### src/rtl/ps2_host_tx_pkg.sv
// Shared PS/2 definitions: controller states, common command bytes and the
// frame parity helper used by both the host transmitter and the receiver.
package ps2_pkg;

    typedef enum logic [2:0] {
        IDLE,
        INHIBIT,
        RTS,
        DATA,
        ACK,
        WAIT_IDLE
    } ps2_state_e;

    localparam logic [7:0] PS2_CMD_SET_LED = 8'hED;
    localparam logic [7:0] PS2_CMD_ENABLE  = 8'hF4;
    localparam logic [7:0] PS2_CMD_RESET   = 8'hFF;

    function automatic logic ps2_odd_parity(input logic [7:0] b);
        return ~^b;
    endfunction

endpackage

### src/rtl/ps2_host_tx_sync_edge.sv
// Multi-stage synchroniser for a raw PS/2 pin plus a one-cycle falling-edge
// strobe taken at the synchroniser output. Flops reset to the idle-line value.
module ps2_sync_edge #(
    parameter int unsigned SYNC_STAGES = 2
) (
    input  logic clk_i,
    input  logic rst_i,
    input  logic d_i,
    output logic sync_o,
    output logic fe_o
);

    logic [SYNC_STAGES-1:0] sync_q;
    logic                   prev_q;

    always_ff @(posedge clk_i or posedge rst_i) begin
        if (rst_i) begin
            sync_q <= '1;
            prev_q <= 1'b1;
        end else begin
            sync_q[0] <= d_i;
            for (int unsigned i = 1; i < SYNC_STAGES; i++) begin
                sync_q[i] <= sync_q[i-1];
            end
            prev_q <= sync_q[SYNC_STAGES-1];
        end
    end

    assign sync_o = sync_q[SYNC_STAGES-1];
    assign fe_o   = prev_q & ~sync_q[SYNC_STAGES-1];

endmodule

### src/rtl/ps2_host_tx.sv
// Host-to-device PS/2 transmitter: clock inhibit, request-to-send, 8 data bits
// plus odd parity clocked out by the device, then ACK check under a watchdog.
module ps2_host_tx
    import ps2_pkg::*;
#(
    parameter int unsigned INHIBIT_CYCLES = 6000,
    parameter int unsigned TIMEOUT_CYCLES = 750000,
    parameter int unsigned SYNC_STAGES    = 2
) (
    input  logic       clock,
    input  logic       reset,
    input  logic [7:0] send_data,
    input  logic       send_valid,
    output logic       send_ready,
    input  logic       ps2_clk_in,
    input  logic       ps2_dat_in,
    output logic       ps2_clk_oe,
    output logic       ps2_dat_oe,
    output logic       done,
    output logic       error
);

    localparam int unsigned TMAX = (INHIBIT_CYCLES > TIMEOUT_CYCLES) ? INHIBIT_CYCLES : TIMEOUT_CYCLES;
    localparam int unsigned TW   = (TMAX > 2) ? $clog2(TMAX) : 1;
    localparam logic [TW-1:0] INH_LAST = TW'(INHIBIT_CYCLES - 1);
    localparam logic [TW-1:0] TO_LAST  = TW'(TIMEOUT_CYCLES - 1);

    ps2_state_e    state_q;
    logic [TW-1:0] timer_q;
    logic [TW-1:0] timer_d;
    logic [3:0]    bitcnt_q;
    logic [8:0]    shift_q;
    logic          ack_ok_q;
    logic          ready_q;
    logic          clk_oe_q;
    logic          dat_oe_q;
    logic          done_q;
    logic          error_q;

    logic clk_sync, clk_fe;
    logic dat_sync, dat_fe_unused;
    logic wd_expire;

    ps2_sync_edge #(.SYNC_STAGES(SYNC_STAGES)) u_clk_sync (
        .clk_i  (clock),
        .rst_i  (reset),
        .d_i    (ps2_clk_in),
        .sync_o (clk_sync),
        .fe_o   (clk_fe)
    );

    ps2_sync_edge #(.SYNC_STAGES(SYNC_STAGES)) u_dat_sync (
        .clk_i  (clock),
        .rst_i  (reset),
        .d_i    (ps2_dat_in),
        .sync_o (dat_sync),
        .fe_o   (dat_fe_unused)
    );

    always_comb begin
        timer_d   = (timer_q == '1) ? timer_q : timer_q + 1'b1;
        wd_expire = ((state_q == DATA) || (state_q == ACK) || (state_q == WAIT_IDLE))
                    && (timer_q == TO_LAST);
    end

    always_ff @(posedge clock or posedge reset) begin
        if (reset) begin
            state_q  <= IDLE;
            timer_q  <= '0;
            bitcnt_q <= '0;
            shift_q  <= '0;
            ack_ok_q <= 1'b0;
            ready_q  <= 1'b1;
            clk_oe_q <= 1'b0;
            dat_oe_q <= 1'b0;
            done_q   <= 1'b0;
            error_q  <= 1'b0;
        end else begin
            done_q  <= 1'b0;
            error_q <= 1'b0;
            // Watchdog expiry overrides any edge seen in the same cycle.
            if (wd_expire) begin
                state_q  <= IDLE;
                ready_q  <= 1'b1;
                clk_oe_q <= 1'b0;
                dat_oe_q <= 1'b0;
                error_q  <= 1'b1;
            end else begin
                case (state_q)
                    IDLE: begin
                        if (send_valid && ready_q) begin
                            shift_q  <= {ps2_odd_parity(send_data), send_data};
                            timer_q  <= '0;
                            clk_oe_q <= 1'b1;
                            ready_q  <= 1'b0;
                            state_q  <= INHIBIT;
                        end
                    end
                    INHIBIT: begin
                        if (timer_q == INH_LAST) begin
                            clk_oe_q <= 1'b0;
                            dat_oe_q <= 1'b1;
                            timer_q  <= '0;
                            state_q  <= RTS;
                        end else begin
                            timer_q <= timer_d;
                        end
                    end
                    RTS: begin
                        bitcnt_q <= '0;
                        timer_q  <= timer_d;
                        state_q  <= DATA;
                    end
                    DATA: begin
                        timer_q <= timer_d;
                        if (clk_fe) begin
                            bitcnt_q <= bitcnt_q + 4'd1;
                            if (bitcnt_q == 4'd9) begin
                                dat_oe_q <= 1'b0;
                                state_q  <= ACK;
                            end else begin
                                dat_oe_q <= ~shift_q[0];
                                shift_q  <= {1'b0, shift_q[8:1]};
                            end
                        end
                    end
                    ACK: begin
                        timer_q <= timer_d;
                        if (clk_fe) begin
                            ack_ok_q <= ~dat_sync;
                            state_q  <= WAIT_IDLE;
                        end
                    end
                    WAIT_IDLE: begin
                        timer_q <= timer_d;
                        if (clk_sync && dat_sync) begin
                            state_q <= IDLE;
                            ready_q <= 1'b1;
                            done_q  <= ack_ok_q;
                            error_q <= ~ack_ok_q;
                        end
                    end
                    default: state_q <= IDLE;
                endcase
            end
        end
    end

    assign send_ready = ready_q;
    assign ps2_clk_oe = clk_oe_q;
    assign ps2_dat_oe = dat_oe_q;
    assign done       = done_q;
    assign error      = error_q;

endmodule

### config.mk
export PLATFORM = sky130hd
export DESIGN_NAME = ps2_host_tx
export DESIGN_NICKNAME = d
export VERILOG_FILES = /design/src/rtl/ps2_host_tx_pkg.sv /design/src/rtl/ps2_host_tx_sync_edge.sv /design/src/rtl/ps2_host_tx.sv
export SDC_FILE = /design/constraint.sdc
export NUM_CORES = 1
export LEC_CHECK = 0
export ABC_AREA = 1
export ABC_CLOCK_PERIOD_IN_PS = 3000
export BUFFER_PORTS_ARGS = -buffer_cell sky130_fd_sc_hd__buf_2
export CORE_MARGIN = 3
export CORE_UTILIZATION = 55
export CTS_CLUSTER_SIZE = 10
export DETAILED_ROUTE_END_ITERATION = 12
export GPL_ROUTABILITY_DRIVEN = 0
export PLACE_DENSITY = 0.73
export SYNTH_ARGS = -nofsm -noshare
export SYNTH_HDL_FRONTEND = slang
export SYNTH_SLANG_ARGS = --single-unit
### constraint.sdc
create_clock -name clock -period 3 [get_ports clock]
set_clock_uncertainty 0.2 [all_clocks]
set_input_delay 0.6 -clock clock [delete_from_list [all_inputs] [get_ports clock]]
set_output_delay 0.6 -clock clock [all_outputs]
set_load 0.01 [all_outputs]
==> Yosys cells after proc, flatten, opt, wreduce, memory -nomap -nowiden <==
Index checks and enable logic that the tools add are counted.
{ "totals": {"out_inout_bits": 5, "latchBits": 0, "reg_bits": 47, "mem_count": 0, "mem_bits_rw": 0, "romBits": 0} }
{ "classes": {"add_sub_neg": 2, "n_bitwise": 6, "mul": 0, "reduce_logical": 22, "n_shift": 0, "eq_ne": 18, "order_cmp": 0, "n_div": 0, "mux": 37} }
{ "ops": {"columns": ["operator", "n"], "rows": [
  ["$mux W20", 3],
  ["$pmux W20 S3", 1],
  ["$eq A20 B20 Y1 const B", 2],
  ["$mux W9", 3],
  ["$mux W3", 7],
  ["$add A20 B1 Y20 const B", 1],
  ["$eq A20 B13 Y1 const B", 1],
  ["$pmux W3 S6", 1],
  ["$pmux W9 S2", 1],
  ["$reduce_and A3 Y1", 6],
  ["$mux W1", 16],
  ["$ne A3 B3 Y1 const B", 4],
  ["$reduce_bool A3 Y1", 4],
  ["$pmux W4 S2", 1],
  ["$reduce_xnor A8 Y1", 1],
  ["$eq A3 B2 Y1 const B", 2],
  ["$eq A3 B3 Y1 const B", 2],
  ["$ne A2 B2 Y1 const B", 3],
  ["$ne A3 B2 Y1 const B", 2],
  ["$pmux W1 S2", 3],
  ["$reduce_and A6 Y1", 1],
  ["$not A1 Y1", 5],
  ["$reduce_and A5 Y1", 1],
  ["$add A4 B1 Y4 const B", 1],
  ["9 further kinds", 13]
]} }

==> Logic depth before layout (Yosys ltp) <==
{ "depth": {"depth_word": 6, "mapped_depth": 12, "depth_no_buf": 11} }

==> Modules after synthesis <==
Synthesis repeated with hierarchy kept, for this count alone.
{ "unflattened": {"cells_unflattened": 463, "area_unflattened_um2": 3344.5} }
{ "modules_own_cells": {"columns": ["mod", "cells_each", "seq_area_each_um2", "n_inst", "area_each_um2"], "rows": [
  ["ps2_host_tx", 451, 1052.3, 1, 3159.3],
  ["ps2_sync_edge", 6, 78.8, 2, 92.6]
]} }

==> Worst setup path after synthesis <==
Ideal clock, no wire load.
{ "synth_path": {"path_kind": "register -> register", "from": "register timer_q[0]", "to": "register timer_q[0]", "setup_ns": 0.117, "stages_incl_launch_ff": 12, "path_slack_ns": 1.156, "n_path_buf": 1, "t_arrival_ns": 1.527, "period_less_slack_ns": 1.844, "path_cell_list": "dfrtp_1 ha_1 nand3_2 nor2_2 inv_2 nor2_4 nand2_4 nand3_2 buf_4 nor2_1 nor2_1 nor2_1"} }
{ "synth_between": {"elab_chain_len": 4} }
{ "synth_rtl": {"columns": ["item", "line_no", "source"], "rows": [
  ["start: declaration", "ps2_host_tx.sv:29", "logic [TW-1:0] timer_q;"],
  ["start signal: assignment", "ps2_host_tx.sv:106", "timer_q <= timer_d;"],
  ["start signal: assignment", "ps2_host_tx.sv:111", "timer_q <= timer_d;"],
  ["start signal: assignment", "ps2_host_tx.sv:115", "timer_q <= timer_d;"],
  ["$add A20 B1 Y20 (tied with other cells)", "ps2_host_tx.sv:61", "timer_d = (timer_q == '1) ? timer_q : timer_q + 1'b1;"],
  ["$mux W20 or $logic_and A1 B1 Y1 (tied branches)", "ps2_host_tx.sv:61, ps2_host_tx.sv:63", null],
  ["$mux W20 or $not A1 Y1 (tied branches)", null, null],
  ["$pmux W20 S3 or $reduce_and A3 Y1 (tied branches)", null, null]
]} }
Several ways; a longest one is shown, not always the timed one.
A chain may end at the register's enable or synchronous reset.

==> Worst setup path in the final report <==
{ "layout_path": {"from": "register timer_q[0]", "to": "register timer_q[19]"} }
The elaborated chain is that of the path after synthesis.

==> results.json <==
{
  "path_clk_slew_ps": 100,
  "avgSynthCellArea_um2": 6.86,
  "cts_root_buf": "clkbuf_8",
  "hold_violations": 0,
  "cts_htree_levels": 2,
  "post_cts_resized": 0,
  "ys_seq_elements": 47,
  "synth.most_common_cell": "nand2_1",
  "p_seq_frac": 0.364,
  "drive_gt1_frac": 0.153,
  "run_status": "finished, final reports clean",
  "drtIter0Drc": 204,
  "rsz0062_at_grt": "false",
  "track_usage": 0.233,
  "combPwrFrac": 0.491,
  "vdd_drop_max_v": 0.000634,
  "post-dp-hpwl_um": 5640,
  "synth_edf_count": 0,
  "grt_max_degree": 44,
  "postRouteAntennaNets": 0,
  "die_h_um": 83.2,
  "initial_core_util": 0.581,
  "total_power_mw": 2.67,
  "fin_hold_ws_ps": 160,
  "synth_cells": 478,
  "syn_to_final_growth_pct": 5.73,
  "crit_fanout": 13,
  "drc": 0,
  "p_leak_nw": 1.69,
  "drv_slew": 0,
  "ys_top_cells_by_area": "dfrtp_1, nand2_1, nor2_1, nand3_1, inv_1",
  "critPathMaxStageDelay_ps": 440,
  "drv_cap": 0,
  "die_area_mm2": 0.00692,
  "grt_pass1_vias": 2930,
  "switchingPower_mw": 1.28,
  "viasPerCell": 5.49,
  "relSlewSlack": 0.400,
  "async_reset_ff_frac": 1.00,
  "p_sw_frac": 0.482,
  "synth_common_cells": "nand2_1, nor2_1, inv_1",
  "worstSetupPathType": "register to register",
  "ctsHoldBuffers": 0,
  "ioPinCount": 18,
  "yosysSeqAreaShare": 0.361,
  "arrival_ps": 2260,
  "design.core.area_mm2": 0.00564,
  "setup_tns_ps": 0,
  "endpoint_kind": "register",
  "grt_pass1_wl_um": 13400,
  "fin_nets": 504,
  "grt_remaining_overflow": 0,
  "required_ps": 2990,
  "cp-start-kind": "register",
  "yosysWarningCount": 0,
  "core.rowCount": 27,
  "synth_top_area_frac": 0.313,
  "pwr-share-clk": 0.145,
  "fin_crit_sh": 0.754,
  "ys.flop_type": "dfrtp_1",
  "setup_ws_ps": 737,
  "syn_area_mm2": 0.00328,
  "synth_top_area_cell": "dfrtp_1",
  "routed-via-count": 3080,
  "wire_per_inst_um": 13.7,
  "fin_crit_ps": 2260,
  "routed_wl_um": 7680,
  "insertion_delay_ps": 310,
  "path_cells": "ha_1 > nand3_2 > nor2_2 > inv_2 > nor2_4 > nand2_4 > nand3_2 > buf_4 > nor2_1 > nand2_1 > nand2_1",
  "p_int_mw": 1.38,
  "setup_viol": 0,
  "cts_tree": "yes",
  "clock-sinks": 47,
  "syn_nets": 494,
  "power-per-cell-area_mw_per_mm2": 770,
  "port_buffers": 17,
  "ctsLongestPathBuffers": 2,
  "tightest_slew_ps": 898,
  "fmax_mhz": 442,
  "synth_cell_types": 32,
  "numCtsBuffers": 5,
  "min_path_type": "register to register",
  "critical_path.slowest_cell": "dfrtp_1",
  "postCtsSetupRepairBufs": 0,
  "antenna_found_initial": 0,
  "dr.pass1.iters": 5,
  "diodes": 0,
  "die_w_um": 83.2,
  "post-place-ws_ps": 776
}
[power groups by stage]
stage / clock network (mW) / logic, mW / registers (mW)
after floorplan: 0 / 1.09 / 0.919
final: 0.386 / 1.31 / 0.971
after detailed placement: 0 / 1.30 / 0.978
after global placement: 0 / 1.27 / 0.973
after global routing: 0.425 / 1.49 / 0.991
after CTS: 0.396 / 1.31 / 0.966
[flip-flops by register name, indices dropped and copies added (netlist names), 2 cells and up]
name	flops
bitcnt_q	4
shift_q	9
state_q	3
timer_q	20
u_clk_sync.sync_q	2
u_dat_sync.sync_q	2
[per-stage QoR]
step	std cells	util	instance area [um2]
global placement	553	0.598	3380
global route	561	0.614	3460
floorplan	478	-	3280
detailed placement	553	0.598	3380
finish	561	0.614	3460
CTS	561	0.614	3460
[cell type report]
class,count,area [um2]
Tap cell,72,90.1
Fill cell,539,2180
Timing Repair Buffer,21,115
Clock buffer,5,68.8
Clock inverter,3,20.0
Multi-Input combinational cell,366,1810
Sequential cell,47,1180
Inverter,47,176
[cell families after synthesis]
| family | Yosys count | share of synthesized area |
|---|---|---|
| adder cells (fa/ha/maj) | 3 | 0.0115 |
| XOR/XNOR | 18 | 0.0481 |
| flip-flops | 47 | 0.361 |
| AND/OR/NAND/NOR | 296 | 0.396 |
| AO/OA/AOI/OAI | 49 | 0.0951 |
| buffers and inverters | 65 | 0.0878 |
[final timing paths]
path | from | slack [ps] | cells past startpoint | end
max | timer_q[0]$_DFFE_PP0P_ | 740 | 11 | timer_q[19]$_DFFE_PP0P_
min | u_clk_sync.sync_q[0]$_DFF_PP1_ | 160 | 0 | u_clk_sync.sync_q[1]$_DFF_PP1_
max reg2reg | timer_q[0]$_DFFE_PP0P_ | 740 | 11 | timer_q[19]$_DFFE_PP0P_
min reg2reg | u_clk_sync.sync_q[0]$_DFF_PP1_ | 160 | 0 | u_clk_sync.sync_q[1]$_DFF_PP1_
max in group asynchronous | reset | 1610 | 3 | u_clk_sync.prev_q$_DFF_PP1_
min in group asynchronous | reset | 280 | 2 | timer_q[8]$_DFFE_PP0P_
[cell usage in the layout (no fill, tap or decap), types with 6 or more instances in the layout]
cell	synthesis	routed
nand2_1	160	160
nor2_1	57	57
inv_1	43	42
dfrtp_1	41	41
nand3_1	34	34
o21ai_0	20	20
nand4_1	17	17
buf_2	11	17
o21ai_2	10	10
xnor2_1	9	9
xor2_1	9	9
o21ai_1	8	8
nand2_2	7	7
dfstp_2	6	6
[worst max-delay path: cells and delay by family, from the launching register on]
family	cells	cell delay (ps)
buffers and inverters	2	280
AND/OR/NAND/NOR	8	970
flip-flops	1	440
adder cells (fa/ha/maj)	1	250
[metal layers]
metal | vias up | global-route usage | wire (um)
met4 | 0 | 0.0832 | 153
met3 | 16 | 0.0367 | 423
met5 | - | 0 | 0
li1 | 1536 | - | -
met1 | 1415 | 0.307 | 3440
met2 | 113 | 0.388 | 3660
(Power assumes the default switching activity.)
